$ cat config.mk
export PLATFORM = sky130hd
export DESIGN_NAME = zld_xc9
export DESIGN_NICKNAME = d
export VERILOG_FILES = /design/src/rtl/zld_xc9_pkg.sv /design/src/rtl/zld_xc9_fsm.sv /design/src/rtl/zld_xc9.sv
export SDC_FILE = /design/constraint.sdc
export NUM_CORES = 1
export LEC_CHECK = 0
export CAP_MARGIN = 20
export CORE_AREA = 5 5 42 44
export CTS_BUF_LIST = sky130_fd_sc_hd__clkbuf_4
export DETAILED_ROUTE_END_ITERATION = 6
export DIE_AREA = 0 0 47 49
export GPL_TIMING_DRIVEN = 0
export PLACE_DENSITY = 0.68
export SETUP_SLACK_MARGIN = 0.4
export SLEW_MARGIN = 20
export SYNTH_ARGS = -nofsm -noshare
export SYNTH_HDL_FRONTEND = slang
export SYNTH_SLANG_ARGS = --single-unit
$ cat constraint.sdc
create_clock -name clock -period 1.2 [get_ports clock]
set_input_delay 0.24 -clock clock [delete_from_list [all_inputs] [get_ports clock]]
set_output_delay 0.24 -clock clock [all_outputs]
set_load 0.03 [all_outputs]
$ cat src/rtl/zld_xc9_pkg.sv
// -----------------------------------------------------------------------------
// zld_xc9_pkg -- token layout and decoder state encodings for the zero
// run-length codec. The zero run-length encoder imports the same package, so
// the token layout is defined only here.
//
// Token layout (TOK_W = 4):
//   bit RUN_BIT (3) : 1 = run of zeros, 0 = literal symbol
//   bits 2:0        : literal value, or (run length - 1)
// Symbols are SYM_W = 3 bits wide.
// -----------------------------------------------------------------------------
package zld_xc9_pkg;

    localparam int TOK_W    = 4;
    localparam int SYM_W    = 3;
    localparam int RUN_BIT  = 3;
    localparam int ZCOUNT_W = 16;

    typedef enum logic {
        ST_IDLE = 1'b0,
        ST_RUN  = 1'b1
    } state_t;

    function automatic logic tok_is_run(input logic [TOK_W-1:0] tok);
        return tok[RUN_BIT];
    endfunction

    function automatic logic [SYM_W-1:0] tok_payload(input logic [TOK_W-1:0] tok);
        return tok[SYM_W-1:0];
    endfunction

endpackage

$ cat src/rtl/zld_xc9_fsm.sv
// -----------------------------------------------------------------------------
// zld_xc9_fsm -- control path of the zero run-length decoder.
// Owns the IDLE/RUN state and the remaining-zero counter, produces the
// backpressure to the token producer and the select strobes that steer the
// output register held in the top level.
//
// Ports:
//   clock, reset : clock, asynchronous active-high reset
//   i_d, i_v     : incoming token and its valid
//   o_v, o_b     : current output-register valid and consumer backpressure
//   i_b          : backpressure to the token producer (combinational)
//   load         : a token is accepted this cycle
//   step         : RUN state emits the next zero of the run this cycle
//   drain        : output consumed in IDLE with nothing new to load
// -----------------------------------------------------------------------------
module zld_xc9_fsm
    import zld_xc9_pkg::*;
(
    input  logic             clock,
    input  logic             reset,
    input  logic [TOK_W-1:0] i_d,
    input  logic             i_v,
    input  logic             o_v,
    input  logic             o_b,
    output logic             i_b,
    output logic             load,
    output logic             step,
    output logic             drain
);

    state_t           state_reg;
    logic [SYM_W-1:0] cnt_reg;
    logic             consumed;

    assign consumed = o_v & ~o_b;

    always_comb begin
        i_b   = 1'b1;
        load  = 1'b0;
        step  = 1'b0;
        drain = 1'b0;
        if (state_reg == ST_RUN) begin
            // Producer is held off for the whole run; only the zeros move.
            i_b  = 1'b1;
            step = consumed;
        end else begin
            // A token may enter when the output register is empty or drains
            // this very cycle, which keeps back-to-back tokens bubble-free.
            i_b   = o_v & o_b;
            load  = i_v & ~(o_v & o_b);
            drain = consumed & ~(i_v & ~(o_v & o_b));
        end
    end

    always_ff @(posedge clock or posedge reset) begin
        if (reset) begin
            state_reg <= ST_IDLE;
            cnt_reg   <= '0;
        end else begin
            case (state_reg)
                ST_IDLE: begin
                    if (load && tok_is_run(i_d)) begin
                        // First zero goes out with the load; cnt holds the
                        // zeros still owed after it.
                        cnt_reg <= tok_payload(i_d);
                        if (tok_payload(i_d) != '0) begin
                            state_reg <= ST_RUN;
                        end
                    end
                end
                ST_RUN: begin
                    if (consumed) begin
                        cnt_reg <= cnt_reg - 3'd1;
                        if (cnt_reg == 3'd1) begin
                            state_reg <= ST_IDLE;
                        end
                    end
                end
                default: begin
                    state_reg <= ST_IDLE;
                    cnt_reg   <= '0;
                end
            endcase
        end
    end

endmodule

$ cat src/rtl/zld_xc9.sv
// -----------------------------------------------------------------------------
// zld_xc9 -- zero run-length decoder.
// Expands 4-bit tokens into 3-bit symbols: a literal token yields one symbol,
// a run token yields (payload + 1) zero symbols. Both sides use valid plus
// backpressure handshakes; a transfer happens when valid=1 and backpressure=0.
// The output register is loaded on the same edge that accepts a token, so the
// first symbol appears right after acceptance and a busy consumer stalls the
// decoder without losing data.
//
// Ports:
//   clock   : clock, all state on rising edge
//   reset   : asynchronous active-high reset
//   i_d     : [3:0] token; i_v token valid; i_b backpressure to producer
//   o_d     : [2:0] symbol; o_v symbol valid; o_b backpressure from consumer
//   zcount  : [15:0] saturating count of zero symbols transferred
//             (present only when ZLD_XC9_STATS_EN is defined)
//
// Build option: define ZLD_XC9_STATS_EN to add the zcount statistics port.
// -----------------------------------------------------------------------------
module zld_xc9
    import zld_xc9_pkg::*;
(
    input  logic                clock,
    input  logic                reset,
    input  logic [TOK_W-1:0]    i_d,
    input  logic                i_v,
    output logic                i_b,
    output logic [SYM_W-1:0]    o_d,
    output logic                o_v,
    input  logic                o_b
`ifdef ZLD_XC9_STATS_EN
    ,
    output logic [ZCOUNT_W-1:0] zcount
`endif
);

    logic [SYM_W-1:0] o_d_reg;
    logic             o_v_reg;
    logic             load;
    logic             step;
    logic             drain;

    zld_xc9_fsm u_fsm (
        .clock (clock),
        .reset (reset),
        .i_d   (i_d),
        .i_v   (i_v),
        .o_v   (o_v_reg),
        .o_b   (o_b),
        .i_b   (i_b),
        .load  (load),
        .step  (step),
        .drain (drain)
    );

    // Output register; any hold case (o_v=1, o_b=1) falls through untouched.
    always_ff @(posedge clock or posedge reset) begin
        if (reset) begin
            o_v_reg <= 1'b0;
            o_d_reg <= '0;
        end else if (load) begin
            o_v_reg <= 1'b1;
            o_d_reg <= tok_is_run(i_d) ? '0 : tok_payload(i_d);
        end else if (step) begin
            o_v_reg <= 1'b1;
            o_d_reg <= '0;
        end else if (drain) begin
            o_v_reg <= 1'b0;
        end
    end

    assign o_d = o_d_reg;
    assign o_v = o_v_reg;

`ifdef ZLD_XC9_STATS_EN
    logic [ZCOUNT_W-1:0] zcount_reg;

    always_ff @(posedge clock or posedge reset) begin
        if (reset) begin
            zcount_reg <= '0;
        end else if (o_v_reg && !o_b && (o_d_reg == '0) && (zcount_reg != '1)) begin
            zcount_reg <= zcount_reg + 1'b1;
        end
    end

    assign zcount = zcount_reg;
`endif

endmodule
* Word-level counts from Yosys, hierarchy flattened
Index checks and enable logic that the tools add are counted.
Storage, ports and cells: bits in registers 8, word-level logic and storage cells 39, output and inout port bits 5
Cells by class: eq/ne operators 3, reduce and logical (&&, ||, !) cells 5, bitwise logic cells 8, muxes and demuxes 18, add/subtract/negate cells 1
Operators by type and width (count):
- 3-bit two-way mux | 5
- 1-bit two-way mux | 11
- 3-bit case mux with 2 select lines | 1
- 3-bit nonzero test | 2
- 1-bit bitwise AND | 4
- 1-bit NOT | 4
- 3-bit by 1-bit == test with 1-bit output (second input constant) | 1
- 3-bit by 1-bit subtractor with 3-bit output (second input constant) | 1
- 2-bit by 1-bit inequality test with 1-bit output (second input constant) | 1
- 2-bit inequality test (second input constant) | 1
- 1-bit case mux with 2 select lines | 1
- 2-bit AND reduction | 1
- 2-bit nonzero test | 1
- 1-bit logical AND | 1

* Logic depth before layout (Yosys ltp)
Gate-level depths: netlist (run 1).
depth after elaboration 9, depth in mapped cells 5

* Modules after synthesis
A second synthesis (run 1) with hierarchy kept.
Second synthesis, totals: cell total of the unflattened synthesis 57, area, all modules 525.5 µm²
By module, submodules not included:
- zld_xc9_fsm | area an instance 362.8 µm², cells each 43, instances 1
- zld_xc9 | area an instance 162.7 µm², cells each 14, instances 1

* Worst setup path after synthesis (run 1)
OpenSTA, ideal clock, no wires.
path kind reg2reg, start register o_v_reg, in the netlist o_v, end register u_fsm.cnt_reg[2], data required time 1106 ps, stages on the path, launching flop included 4, path buffers 0, setup slack -298 ps, library setup time 94 ps, arrival 1404 ps, path through dfrtp_1 -> mux2_4 -> or2_4 -> a221oi_2
On the way: word-level cells in the longest chain between the ends 7, elaborated cells on any way between the ends 9
RTL lines:
- start, declared | RTL line zld_xc9.sv:38 | logic o_v_reg;
- start signal, assigned | RTL line zld_xc9.sv:59 | o_v_reg <= 1'b0;
- start signal, assigned | RTL line zld_xc9.sv:62 | o_v_reg <= 1'b1;
- start signal, assigned | RTL line zld_xc9.sv:65 | o_v_reg <= 1'b1;
- 1-bit bitwise AND | RTL line zld_xc9_fsm.sv:50 | load = i_v & ~(o_v & o_b);
- 1-bit NOT | RTL line zld_xc9_fsm.sv:50
- 1-bit bitwise AND | RTL line zld_xc9_fsm.sv:50
- 1-bit two-way mux | RTL line zld_xc9_fsm.sv:42 | if (state_reg == ST_RUN) begin
- 1-bit logical AND | RTL line zld_xc9_fsm.sv:62 | if (load && tok_is_run(i_d)) begin
- 2-bit by 1-bit inequality test with 1-bit output (no source line)
- 2-bit AND reduction (no source line) (*)
- end signal, assigned | RTL line zld_xc9_fsm.sv:65 | cnt_reg <= tok_payload(i_d);
- end signal, assigned | RTL line zld_xc9_fsm.sv:73 | cnt_reg <= cnt_reg - 3'd1;
- end, declared | RTL line zld_xc9_fsm.sv:32 | logic [SYM_W-1:0] cnt_reg;
Every way passes the cells marked *; elsewhere a longest branch is shown, timed or not. A chain may end at the register's enable or synchronous reset.

* Worst setup path in the final report (run 1)
start register u_fsm.state_reg, end output i_b
On the way: word-level cells in the longest chain between the ends 1
RTL lines:
- start, declared | RTL line zld_xc9_fsm.sv:31 | state_t state_reg;
- start signal, assigned | RTL line zld_xc9_fsm.sv:57 | state_reg <= ST_IDLE;
- start signal, assigned | RTL line zld_xc9_fsm.sv:67 | state_reg <= ST_RUN;
- start signal, assigned | RTL line zld_xc9_fsm.sv:75 | state_reg <= ST_IDLE;
- 1-bit two-way mux | RTL line zld_xc9_fsm.sv:42
- end, declared | RTL line zld_xc9.sv:27 | output logic i_b,
Every way passes these cells.

==> results.sh, run 1 <==
export IMPL_synth_edf_count=0
export IMPL_multi_input_area_um2=289
export IMPL_hpwl_um=715
export IMPL_num_vias=435
export IMPL_end_kind="output port"
export IMPL_path_max_fanout=3
export IMPL_antenna_found_initial=0
export IMPL_register_area_um2=201
export IMPL_numPortBuffers=12
export IMPL_worst_endpoint_arrival_ns=1.15
export IMPL_cts_root_buf="clkbuf_4"
export IMPL_final_antenna_net_count=0
export IMPL_ioPinCount=13
export IMPL_cts_made_buffers=3
export IMPL_syn_to_final_growth_pct=73.1
export IMPL_reg2reg_slack_ns=-0.18
export IMPL_grt_ovfl_total=0
export IMPL_synth_flop_cell="dfrtp_1"
export IMPL_dp_slack_ns=-0.671
export IMPL_period_share_pct=116
export IMPL_tightest_slew_ns=0.324
export IMPL_rsz0062_at_grt="true"
export IMPL_fmax_mhz=719
export IMPL_finish_utilization_pct=55.8
export IMPL_worst_slack_ns=-0.190
export IMPL_syn_num_nets=54
export IMPL_diodes=0
export IMPL_cp_top_family="flip-flops"
export IMPL_hold_violations=0
export IMPL_place_inst=72
export IMPL_finalPower_mw=2.13
export IMPL_power_leakage_nw=0.352
export IMPL_dr_pass1_iters=5
export IMPL_grt_pass1_wl_um=1860
export IMPL_r2r_end="u_fsm.cnt_reg[2]"
export IMPL_synth_area_per_cell_um2=10.3
export IMPL_ys_ff_latch=8
export IMPL_mostFrequentLayoutCells="7 x dfrtp_1, 7 x buf_6, 6 x clkdlybuf4s50_1"
export IMPL_cts_tree="built"
export IMPL_ir_drop_v=0.00117
export IMPL_clk_pin_slew_worst_paths_ns=0.07
export IMPL_synthCells=44
export IMPL_rr_startpoint="o_v"
export IMPL_hold_buffers=0
export IMPL_grt_max_degree=10
export IMPL_slew_headroom_pct=78.4
export IMPL_fp_dieW_um=47
export IMPL_avgViaCountPerCell=5.18
export IMPL_yosysWarnings=0
export IMPL_gp_congestion=0.714
export IMPL_fin_skew_ns=0.0115
export IMPL_synthArstFlopShare_pct=100
export IMPL_initial_utilization_pct=32.2
export IMPL_required_ns=0.96
export IMPL_crit_type="register to output port"
export IMPL_clock_sinks=8
export IMPL_ys_seq_area_share_pct=44.3
export IMPL_path_cells="clkbuf_8 > a21o_4 > buf_6"
export IMPL_clockBufferDepth=2
export IMPL_slowest_delay_ns=0.42
export IMPL_die_area_um2=2300
export IMPL_start_kind="register"
export IMPL_worstSkewPairLatency_ns=0.25
export IMPL_routedWlPerCell_um=14.5
export IMPL_synth_cell_types=24
export IMPL_drt_iter0_markers=6
export IMPL_run_status="complete, but fails checks"
export IMPL_rows=14
export IMPL_drive_gt1_share_pct=50.0
export IMPL_synth_cell_area_um2=452
export IMPL_fin_area_um2=782
export IMPL_n_fill_cell=129
export IMPL_finalSetupViolCount=10
export IMPL_crit_path_top_delay_cell="dfrtp_1"
export IMPL_violations="negative setup slack"
export IMPL_hp_class="input port to async pin"
export IMPL_finalSetupTns_ns=-1.14
export IMPL_powerDensity_nw_per_um2=2720
export IMPL_routed_wl_um=1220
export IMPL_cp_num_buf_inv=2
export IMPL_cts_max_level=1
export IMPL_timing_hold_ws_ns=0.233
export IMPL_drcViolationCount=0
export IMPL_grt_pass1_vias=427
export IMPL_die_y_um=49
export IMPL_min_period_ns=1.39
export IMPL_finalMaxSlewViolations=0
export IMPL_instances_no_fill=84
export IMPL_coreArea_um2=1400
export IMPL_dpl_cell_area_um2=597
export IMPL_grt_usage_pct=11.2
export IMPL_nets=79
export IMPL_maxCapViolCount=0
export IMPL_r2r_cells=3
## power breakdown
part           leakage (nW)  total [mW]  switching (mW)  internal, mW
registers            0.0985       0.519           0.125         0.394
clock network        0.0184       0.248          0.0983         0.150
logic                 0.236        1.36           0.607         0.756
## what timing repair did
item,in CTS,in global routing
pin swaps,5,3
endpoints found under the setup margin,13,13
hold endpoints to repair,0,0
gates resized for setup,46,8
setup buffers,5,3
## routing by layer
metal	vias to the layer above	part of all wire (%)	GRT usage, %	routed length, um
met5	-	0	0	0
met4	0	1.5	5.53	18
met3	2	5.0	2.95	61
met2	12	50	16.3	611
li1	208	-	-	-
met1	213	43	15.0	530
## layout make-up
cell class	count	area share [%]
timing repair buffer	20	27.2
multi-input combinational	31	37.0
buffer	1	1.76
clock buffer	4	3.84
tap	16	2.56
inverter	4	1.92
sequential	8	25.8
## cell usage after synthesis, types with 2 or more instances
cell | n | share of area [%]
o21ai_0 | 3 | 3.3
ha_1 | 2 | 5.5
a21oi_1 | 2 | 2.2
o31ai_1 | 2 | 3.3
inv_1 | 4 | 3.3
nand2_1 | 4 | 3.3
a22o_1 | 3 | 5.8
dfrtp_1 | 8 | 44
## how the worst max path moves through the flow
stage,from,to,slack (ns),depth (start not counted)
after floorplan,o_v,u_fsm.cnt_reg[2],-0.16,3
after global placement,o_b,i_b,-0.66,3
after detailed placement,o_b,i_b,-0.67,3
after CTS,u_fsm.state_reg,i_b,-0.16,3
after global routing,u_fsm.state_reg,i_b,-0.22,3
final,u_fsm.state_reg,i_b,-0.19,3
## worst register-to-register path, stage by stage (launching register included)
cell      delay, ns
dfrtp_2        0.44
mux2_4         0.35
or2_4          0.26
a221oi_2       0.24
## kinds of logic after synthesis
family / Yosys count / share of synthesized area [%]
mux: 2 / 5.82
fa+ha+maj: 2 / 5.54
buf+inv: 5 / 4.15
compound gates: 15 / 24.1
flops: 8 / 44.3
simple gates: 12 / 16.1
Note: power is estimated with default switching activity, not from simulation.
==> run 2: changes to the inputs <==
- ABC_CLOCK_PERIOD_IN_PS: not set -> 1200
==> results of run 2 <==
No change in the layout: final DEF, timing and power equal those of run 1.
